==> src/rtl/wb_port_arbiter_if.sv <==
// Bundle of the Writeback-side and MDU-side signals that meet at the
// register-file write port, plus the resulting write-port outputs.
interface wb_port_arbiter_if;
  logic        RegWrite_WB;
  logic [4:0]  RD_WB;
  logic [63:0] WBData_WB;
  logic        MDU_Valid;
  logic [4:0]  MDU_RD;
  logic [63:0] MDU_Data;
  logic        MDU_Ready;
  logic        Stall_WB;
  logic        RegWrite_ID;
  logic [4:0]  RD_ID;
  logic [63:0] WriteData_ID;
  logic [31:0] Pending_Mask;

  // Arbiter side: consumes requests and drives the register-file port
  modport slave (
    input  RegWrite_WB, RD_WB, WBData_WB, MDU_Valid, MDU_RD, MDU_Data,
    output MDU_Ready, Stall_WB, RegWrite_ID, RD_ID, WriteData_ID, Pending_Mask
  );

  // Requester side: pipeline Writeback and MDU, observing the port
  modport master (
    output RegWrite_WB, RD_WB, WBData_WB, MDU_Valid, MDU_RD, MDU_Data,
    input  MDU_Ready, Stall_WB, RegWrite_ID, RD_ID, WriteData_ID, Pending_Mask
  );
endinterface

==> src/rtl/wb_port_arbiter.sv <==
// Register-file write-port arbiter. Writeback results pass straight
// through; late MDU results wait in a small FIFO and drain into idle
// port cycles. A starvation counter steals one cycle from Writeback
// (Stall_WB) when the FIFO head has waited STARVE_LIMIT cycles.
module wb_port_arbiter #(
  parameter int DEPTH        = 2,
  parameter int STARVE_LIMIT = 4,
  parameter int ZERO_REG     = 31
) (
  input  logic            clk,
  input  logic            resetl,
  wb_port_arbiter_if.slave bus
);

  localparam int          PW      = $clog2(DEPTH);
  localparam int          CW      = PW + 1;
  localparam logic [4:0]  ZERO_RD = 5'(ZERO_REG);
  localparam logic [3:0]  LIMIT   = 4'(STARVE_LIMIT);
  localparam logic [CW-1:0] FULL_COUNT = CW'(DEPTH);

  logic [PW-1:0] wrPtr_q, wrPtr_d;
  logic [PW-1:0] rdPtr_q, rdPtr_d;
  logic [CW-1:0] count_q, count_d;
  logic [3:0]    starveCnt_q, starveCnt_d;
  logic [4:0]    fifoRd_q   [DEPTH];
  logic [63:0]   fifoData_q [DEPTH];

  logic        fifoEmpty;
  logic        fifoFull;
  logic        pipeReq;
  logic        atLimit;
  logic        drain;
  logic        forced;
  logic        push;
  logic [31:0] pendingMask;

  // Grant decision from registered FIFO state and the current requests
  always_comb begin
    fifoEmpty = (count_q == '0);
    fifoFull  = (count_q == FULL_COUNT);
    pipeReq   = bus.RegWrite_WB && (bus.RD_WB != ZERO_RD);
    atLimit   = (starveCnt_q == LIMIT);
    drain     = !fifoEmpty && (!pipeReq || atLimit);
    forced    = !fifoEmpty && pipeReq && atLimit;
    push      = !resetl && !fifoFull && bus.MDU_Valid && (bus.MDU_RD != ZERO_RD);
  end

  // Next pointer, occupancy and starvation count; the counter only ticks
  // while the head is waiting behind a pipeline write
  always_comb begin
    wrPtr_d     = push  ? wrPtr_q + 1'b1 : wrPtr_q;
    rdPtr_d     = drain ? rdPtr_q + 1'b1 : rdPtr_q;
    count_d     = count_q + CW'(push) - CW'(drain);
    starveCnt_d = starveCnt_q;
    if (fifoEmpty || drain) begin
      starveCnt_d = '0;
    end else if (pipeReq) begin
      starveCnt_d = starveCnt_q + 4'd1;
    end
  end

  // One-hot OR of the destination of every occupied FIFO slot
  always_comb begin
    pendingMask = '0;
    for (int i = 0; i < DEPTH; i++) begin
      if (CW'(i) < count_q) begin
        pendingMask[fifoRd_q[rdPtr_q + PW'(i)]] = 1'b1;
      end
    end
  end

  // Port outputs, all held at zero while reset is asserted
  always_comb begin
    bus.MDU_Ready    = 1'b0;
    bus.Stall_WB     = 1'b0;
    bus.RegWrite_ID  = 1'b0;
    bus.RD_ID        = '0;
    bus.WriteData_ID = '0;
    bus.Pending_Mask = '0;
    if (!resetl) begin
      bus.MDU_Ready    = !fifoFull;
      bus.Stall_WB     = forced;
      bus.RegWrite_ID  = drain || pipeReq;
      bus.Pending_Mask = pendingMask;
      if (drain) begin
        bus.RD_ID        = fifoRd_q[rdPtr_q];
        bus.WriteData_ID = fifoData_q[rdPtr_q];
      end else begin
        bus.RD_ID        = bus.RD_WB;
        bus.WriteData_ID = bus.WBData_WB;
      end
    end
  end

  // Control state: reset discards every queued entry
  always_ff @(posedge clk) begin
    if (resetl) begin
      wrPtr_q     <= '0;
      rdPtr_q     <= '0;
      count_q     <= '0;
      starveCnt_q <= '0;
    end else begin
      wrPtr_q     <= wrPtr_d;
      rdPtr_q     <= rdPtr_d;
      count_q     <= count_d;
      starveCnt_q <= starveCnt_d;
    end
  end

  // FIFO storage; contents are don't-care until the count covers them
  always_ff @(posedge clk) begin
    if (push) begin
      fifoRd_q[wrPtr_q]   <= bus.MDU_RD;
      fifoData_q[wrPtr_q] <= bus.MDU_Data;
    end
  end

endmodule

==> src/flat_wrapper.sv <==
// flat-port wrapper written by rule: the top's interface ports become plain ports
module wb_port_arbiter_flat 
#(
  parameter int DEPTH        = 2,
  parameter int STARVE_LIMIT = 4,
  parameter int ZERO_REG     = 31
)
  (clk, resetl, bus_RegWrite_WB, bus_RD_WB, bus_WBData_WB, bus_MDU_Valid, bus_MDU_RD, bus_MDU_Data, bus_MDU_Ready, bus_Stall_WB, bus_RegWrite_ID, bus_RD_ID, bus_WriteData_ID, bus_Pending_Mask);
  wb_port_arbiter_if bus_i ();
  input  logic clk;
  input  logic resetl;
  input wire logic [$bits(bus_i.RegWrite_WB)-1:0] bus_RegWrite_WB;
  input wire logic [$bits(bus_i.RD_WB)-1:0] bus_RD_WB;
  input wire logic [$bits(bus_i.WBData_WB)-1:0] bus_WBData_WB;
  input wire logic [$bits(bus_i.MDU_Valid)-1:0] bus_MDU_Valid;
  input wire logic [$bits(bus_i.MDU_RD)-1:0] bus_MDU_RD;
  input wire logic [$bits(bus_i.MDU_Data)-1:0] bus_MDU_Data;
  output wire logic [$bits(bus_i.MDU_Ready)-1:0] bus_MDU_Ready;
  output wire logic [$bits(bus_i.Stall_WB)-1:0] bus_Stall_WB;
  output wire logic [$bits(bus_i.RegWrite_ID)-1:0] bus_RegWrite_ID;
  output wire logic [$bits(bus_i.RD_ID)-1:0] bus_RD_ID;
  output wire logic [$bits(bus_i.WriteData_ID)-1:0] bus_WriteData_ID;
  output wire logic [$bits(bus_i.Pending_Mask)-1:0] bus_Pending_Mask;
  assign bus_i.RegWrite_WB = bus_RegWrite_WB;
  assign bus_i.RD_WB = bus_RD_WB;
  assign bus_i.WBData_WB = bus_WBData_WB;
  assign bus_i.MDU_Valid = bus_MDU_Valid;
  assign bus_i.MDU_RD = bus_MDU_RD;
  assign bus_i.MDU_Data = bus_MDU_Data;
  assign bus_MDU_Ready = bus_i.MDU_Ready;
  assign bus_Stall_WB = bus_i.Stall_WB;
  assign bus_RegWrite_ID = bus_i.RegWrite_ID;
  assign bus_RD_ID = bus_i.RD_ID;
  assign bus_WriteData_ID = bus_i.WriteData_ID;
  assign bus_Pending_Mask = bus_i.Pending_Mask;
  wb_port_arbiter #(.DEPTH(DEPTH), .STARVE_LIMIT(STARVE_LIMIT), .ZERO_REG(ZERO_REG)) u_core (.clk(clk), .resetl(resetl), .bus(bus_i));
endmodule
==> config.mk <==
export PLATFORM = sky130hd
export DESIGN_NAME = wb_port_arbiter_flat
export DESIGN_NICKNAME = d
export VERILOG_FILES = /design/src/rtl/wb_port_arbiter_if.sv /design/src/rtl/wb_port_arbiter.sv /design/src/flat_wrapper.sv
export SDC_FILE = /design/constraint.sdc
export NUM_CORES = 1
export LEC_CHECK = 0
export ABC_AREA = 1
export BUFFER_PORTS_ARGS = -buffer_cell sky130_fd_sc_hd__buf_2
export CORE_UTILIZATION = 30
export DETAILED_ROUTE_END_ITERATION = 8
export PLACE_DENSITY_LB_ADDON = 0.3
export SYNTH_ARGS = -nofsm -noshare
export SYNTH_HDL_FRONTEND = slang
export SYNTH_SLANG_ARGS = --single-unit
==> constraint.sdc <==
create_clock -name clk -period 12.9 [get_ports clk]
set_input_delay 1.935 -clock clk [delete_from_list [all_inputs] [get_ports clk]]
set_output_delay 1.935 -clock clk [all_outputs]
set_load 0.01 [all_outputs]
# Yosys cells after proc, flatten, opt, wreduce, memory -nomap -nowiden

Memory sizes are Yosys's and may differ from the RTL's. A register that Yosys moved wholly into a read port is not among the register bits.
Index checks and enable logic that the tools add are counted.

Register bits after elaboration: 8
Bits in latches: 0
Memory bits (writable): 138
ROM bits: 0
Input bits: 142
Output and inout port bits: 104
Word-level logic and storage cells: 60
Memories kept: 2

$add $sub $neg: 5
Multipliers: 0
Divide/modulo/power cells: 0
$lt $le $gt $ge: 6
Equality and inequality tests: 4
Shift-type cells: 0
Multiplexer cells: 20
Bitwise operators: 1
Reductions and logical operators: 18

Memory list:

| name              | words | width | read ports | clocked after Yosys merged registers in | write ports | line                  | source |
|---|---|---|---|---|---|---|---|
| u_core.fifoData_q | 2     | 64    | 1          | 1                                       | 1           | wb_port_arbiter.sv:26 | `logic [63:0] fifoData_q [DEPTH];` |
| u_core.fifoRd_q   | 2     | 5     | 2          | 1                                       | 1           | wb_port_arbiter.sv:25 | `logic [4:0] fifoRd_q [DEPTH];` |

Operators with widths:

| kind                                                                                 | count |
|---|---|
| 64-bit two-way mux                                                                   | 2 |
| 32-bit two-way mux                                                                   | 3 |
| 32-bit bitwise OR                                                                    | 1 |
| 5-bit by 6-bit less-than comparator with 1-bit output (second input constant)        | 2 |
| 1-bit two-way mux                                                                    | 11 |
| 1-bit demux with 5-bit select                                                        | 2 |
| 5-bit by 1-bit greater-or-equal comparator with 1-bit output (second input constant) | 2 |
| 5-bit two-way mux                                                                    | 2 |
| 5-bit inequality test (second input constant)                                        | 2 |
| 1-bit logical AND                                                                    | 9 |
| 4-bit by 1-bit adder with 4-bit output (second input constant)                       | 1 |
| 4-bit by 3-bit == test with 1-bit output (second input constant)                     | 1 |
| 1-bit zero test                                                                      | 4 |
| 1-bit by 2-bit less-than comparator with 1-bit output (first input constant)         | 2 |
| 1-bit logical OR                                                                     | 3 |
| 1-bit adder (second input constant)                                                  | 2 |
| 2-bit by 1-bit adder with 2-bit output                                               | 1 |
| 2-bit == test (second input constant)                                                | 1 |
| 2-bit zero test                                                                      | 1 |
| 2-bit OR reduction                                                                   | 1 |
| 2-bit by 1-bit subtractor with 2-bit output                                          | 1 |

# Depth between registers and ports, before layout

An unclocked memory read counts as a cell.

Depth in word-level cells: 9
Mapped depth: 10

# Worst setup path before layout

Ideal clock, no wire load.

Kind: input -> register
Start point: in resetl
End point: mem u_core.fifoData_q[0][0], enable pin
Setup time: 0.666 ns
Arrival: 8.931 ns
Slack: 3.302 ns
Cell stages on the path: 4
Cells stage by stage: buf_2 -> clkinv_1 -> o21ai_0 -> nor4_1

Longest elaborated chain between the ends: 6

RTL lines:

| what                                    | line                   | source |
|---|---|---|
| from (decl)                             | flat_wrapper.sv:11     | `input logic resetl;` |
| 1-bit zero test                         | wb_port_arbiter.sv:45  | `push = !resetl && !fifoFull && bus.MDU_Valid && (bus.MDU_RD != ZERO_RD);` |
| 1-bit logical AND (3 in a row)          | wb_port_arbiter.sv:45  |  |
| 1-bit two-way mux                       | wb_port_arbiter.sv:112 | `if (push) begin` |
| 1-bit two-way mux (implied by the code) | wb_port_arbiter.sv:114 | `fifoData_q[wrPtr_q] <= bus.MDU_Data;` |
| to (decl)                               | wb_port_arbiter.sv:26  |  |

Every way passes these cells.

# Worst setup path in the final report

Start point: in bus_RD_WB[2]
End point: out bus_WriteData_ID[58]

Longest elaborated chain between the ends: 7

RTL lines:

| what                  | line                  | source |
|---|---|---|
| from (decl)           | flat_wrapper.sv:13    | `input wire logic [$bits(bus_i.RD_WB)-1:0] bus_RD_WB;` |
| 5-bit inequality test | wb_port_arbiter.sv:41 | `pipeReq = bus.RegWrite_WB && (bus.RD_WB != ZERO_RD);` |
| 1-bit logical AND     | wb_port_arbiter.sv:41 |  |
| 1-bit zero test       | wb_port_arbiter.sv:43 | `drain = !fifoEmpty && (!pipeReq \|\| atLimit);` |
| 1-bit logical OR      | wb_port_arbiter.sv:43 |  |
| 1-bit logical AND     | wb_port_arbiter.sv:43 |  |
| 64-bit two-way mux    | wb_port_arbiter.sv:85 | `if (drain) begin` |
| 64-bit two-way mux    | wb_port_arbiter.sv:80 | `if (!resetl) begin` |
| to (decl)             | flat_wrapper.sv:22    | `output wire logic [$bits(bus_i.WriteData_ID)-1:0] bus_WriteData_ID;` |

Every way passes these cells.

==> impl_metrics.toml <==
[floorplanning]
fp.dieArea_mm2 = 0.0246
die_y_um = 157
io_pins = 246
start_util_pct = 30.6
die_x_um = 157
rows = 56
core_mm2 = 0.0235

[cts]
clock-sinks = 147
clkLatencyLatePin_ns = 0.42
cts_root_buffer = "clkbuf_16"
htreeDepth = 4
cts_setup_buffers = 0
cts_buffer_depth = 2
cts_resized = 0
cts_tree = "yes"
path_clk_slew_ns = 0.06
cts-hold-fix-buffers = 0
cts_made_buffers = 17

[setup_path]
crit_fanout = 70
arrival_ns = 4.08
cp.required_ns = 10.97
worst_setup_path_start_kind = "input pin"
crit_type = "in2out"
cp-end-kind = "output port"

[yosys]
netlist_area_mm2 = 0.00721
ys_ff_latch = 147
avgSynthCellArea_um2 = 8.77
syn_inst = 822
ys_seq_area_share_pct = 60.0
syn_nets = 967
synth_cell_type_count = 27
yosys_warnings = 0

[drt]
wl_per_cell_um = 14.1
viasPerCell = 4.46
detail-route-antenna-nets = 0
drcViolationCount = 0
wirelength_um = 19500
first_pass_iters = 4
drt_iter0_drc = 295
num_vias = 6176

[grt]
antenna_found_initial = 1
overflow = 0
first_global_vias = 5821
grt_max_degree = 76
grt_pass1_wl_um = 29900
track_usage_pct = 16.1

[sta]
finalSetupTns_ns = 0
fin_ws_ns = 6.88
relSlewSlack_pct = 31.6
setup_viol = 0
fmaxAchievable_mhz = 166
drv_slew = 0
period_minus_slack_ns = 6.02
worstMarginPinSlew_ns = 1.03
period_share_pct = 46.7
clock_skew_ns = 0.00875
rsz0062_at_grt = "false"
hold_viol = 0

[finish]
seqCellArea_mm2 = 0.00433
postLayoutCoreUtil_pct = 39.4
final_cell_area_mm2 = 0.00928
nets = 1196
area_delta_synth_final_pct = 28.8
multi_input_area_mm2 = 0.00256
fillCellCount = 2396
drive_gt1_share_pct = 29.4

[placed_design]
dp_slack_ns = 6.87
place_area_mm2 = 0.00868
numPortBuffers = 245
hpwl_um = 12500
place_congestion = 0.842

[pwr]
ir_drop_mv = 0.0766
power_leakage_nw = 4.00
total_power_mw = 1.17
power.density_mw_per_mm2 = 126

[outcome]
status = "finished clean"

[hold_path]
min_path_type = "reg2reg"

[flow_run]
drv_cap = 0
==> logic make-up (layout without fill, tap and decap cells) <==
logic type / Yosys count / count (layout) / share of synthesized area, %
and+or+nand+nor: 478 / 478 / 26.4
DFF: 147 / 147 / 60.0
AOI/OAI and AO/OA: 121 / 121 / 8.63
buffers and inverters: 73 / 315 / 4.48
adders and majority gates: 3 / 3 / 0.521
other: 0 / 1 / 0
==> state kept, by name, indices dropped and copies added (netlist names), named ones only <==
signal and count:
u_core.fifoData_q 128, u_core.fifoRd_q 10, u_core.starveCnt_q 4, u_core.count_q 2, u_core.rdPtr_q 1, u_core.wrPtr_q 1
==> power by group <==
group | total [mW] | switching (mW) | leakage [nW] | internal (mW)
clock | 0.487 | 0.212 | 0.288 | 0.275
combinational | 0.130 | 0.0824 | 2.37 | 0.0478
sequential | 0.548 | 0.00878 | 1.34 | 0.540
==> critical path: stages <==
cell and delay [ns]:
buf_2 0.11, nand2_1 0.06, inv_1 0.04, nand2_1 0.08
nand3_1 0.13, nand2_2 0.08, buf_4 0.59, inv_2 0.26
buf_4 0.38, nor2_1 0.17, nor2_1 0.06, buf_2 0.14
==> per-stage QoR <==
stage	hold WS (ns)	std cells
final	0.469	1384
after global placement	0.449	1351
after CTS	0.476	1383
after floorplan	0.430	822
after global routing	0.500	1383
after detailed placement	0.460	1351
==> final cells by class <==
cell class,instances,area share (%)
clock buffer,17,4.58
inverter,32,1.31
clock inverter,15,1.79
tap,319,4.30
timing repair buffer,251,13.7
multi-input combinational,602,27.6
antenna,1,0.0270
sequential,147,46.6
==> synth_stat cells, drive strengths merged <==
cell type  number  area [um^2]
a21oi          35          175
nor2          172          693
o21ai          84          432
o21a            1         7.51
o211ai          1         7.51
dfxtp           9          180
edfxtp        138         4140
nor4            1         6.26
ha              3         37.5
buf            25          143
nor3            7         67.6
nand3           6         30.0
clkbuf         16         60.1
nor3b           1         7.51
nand2         291         1090
clkinv          1         3.75
inv            31          116
==> final timing paths <==
path | end | slack [ns] | from | cells after the start
worst min-delay path | u_core.starveCnt_q[0]$_SDFFE_PP0P_ | 0.47 | u_core.starveCnt_q[0]$_SDFFE_PP0P_ | 1
worst max-delay path | bus_WriteData_ID[58] | 6.88 | bus_RD_WB[2] | 12
worst max register to register | u_core.fifoData_q[1][44]$_DFFE_PP_ | 9.99 | u_core.count_q[1]$_SDFF_PP0_ | 6
worst min register to register | u_core.starveCnt_q[0]$_SDFFE_PP0P_ | 0.47 | u_core.starveCnt_q[0]$_SDFFE_PP0P_ | 1
==> layout by cell type, fill, tap and decap left out, drive strengths merged <==
cell / netlist / routed
nor2: 172 / 172
nand2: 291 / 291
o211ai: 1 / 1
nor3: 7 / 7
clkinv: 1 / 5
clkbuf: 16 / 17
nor4: 1 / 1
dfxtp: 9 / 9
nand3: 6 / 6
bufinv: 0 / 1
inv: 31 / 40
nor3b: 1 / 1
edfxtp: 138 / 138
ha: 3 / 3
diode: 0 / 1
buf: 25 / 251
clkinvlp: 0 / 1
a21oi: 35 / 35
o21a: 1 / 1
o21ai: 84 / 84
==> routing by layer <==
metal / vias up / share of wire [%] / global-route usage, % / routed length (um)
met2: 192 / 49 / 28.2 / 9470
met1: 2796 / 44 / 19.1 / 8530
met4: 2 / 1.9 / 5.74 / 363
met5: - / 0.087 / 0 / 17
li1: 3162 / - / - / -
met3: 24 / 5.9 / 3.85 / 1150
Power figures use the tool's default switching activity.
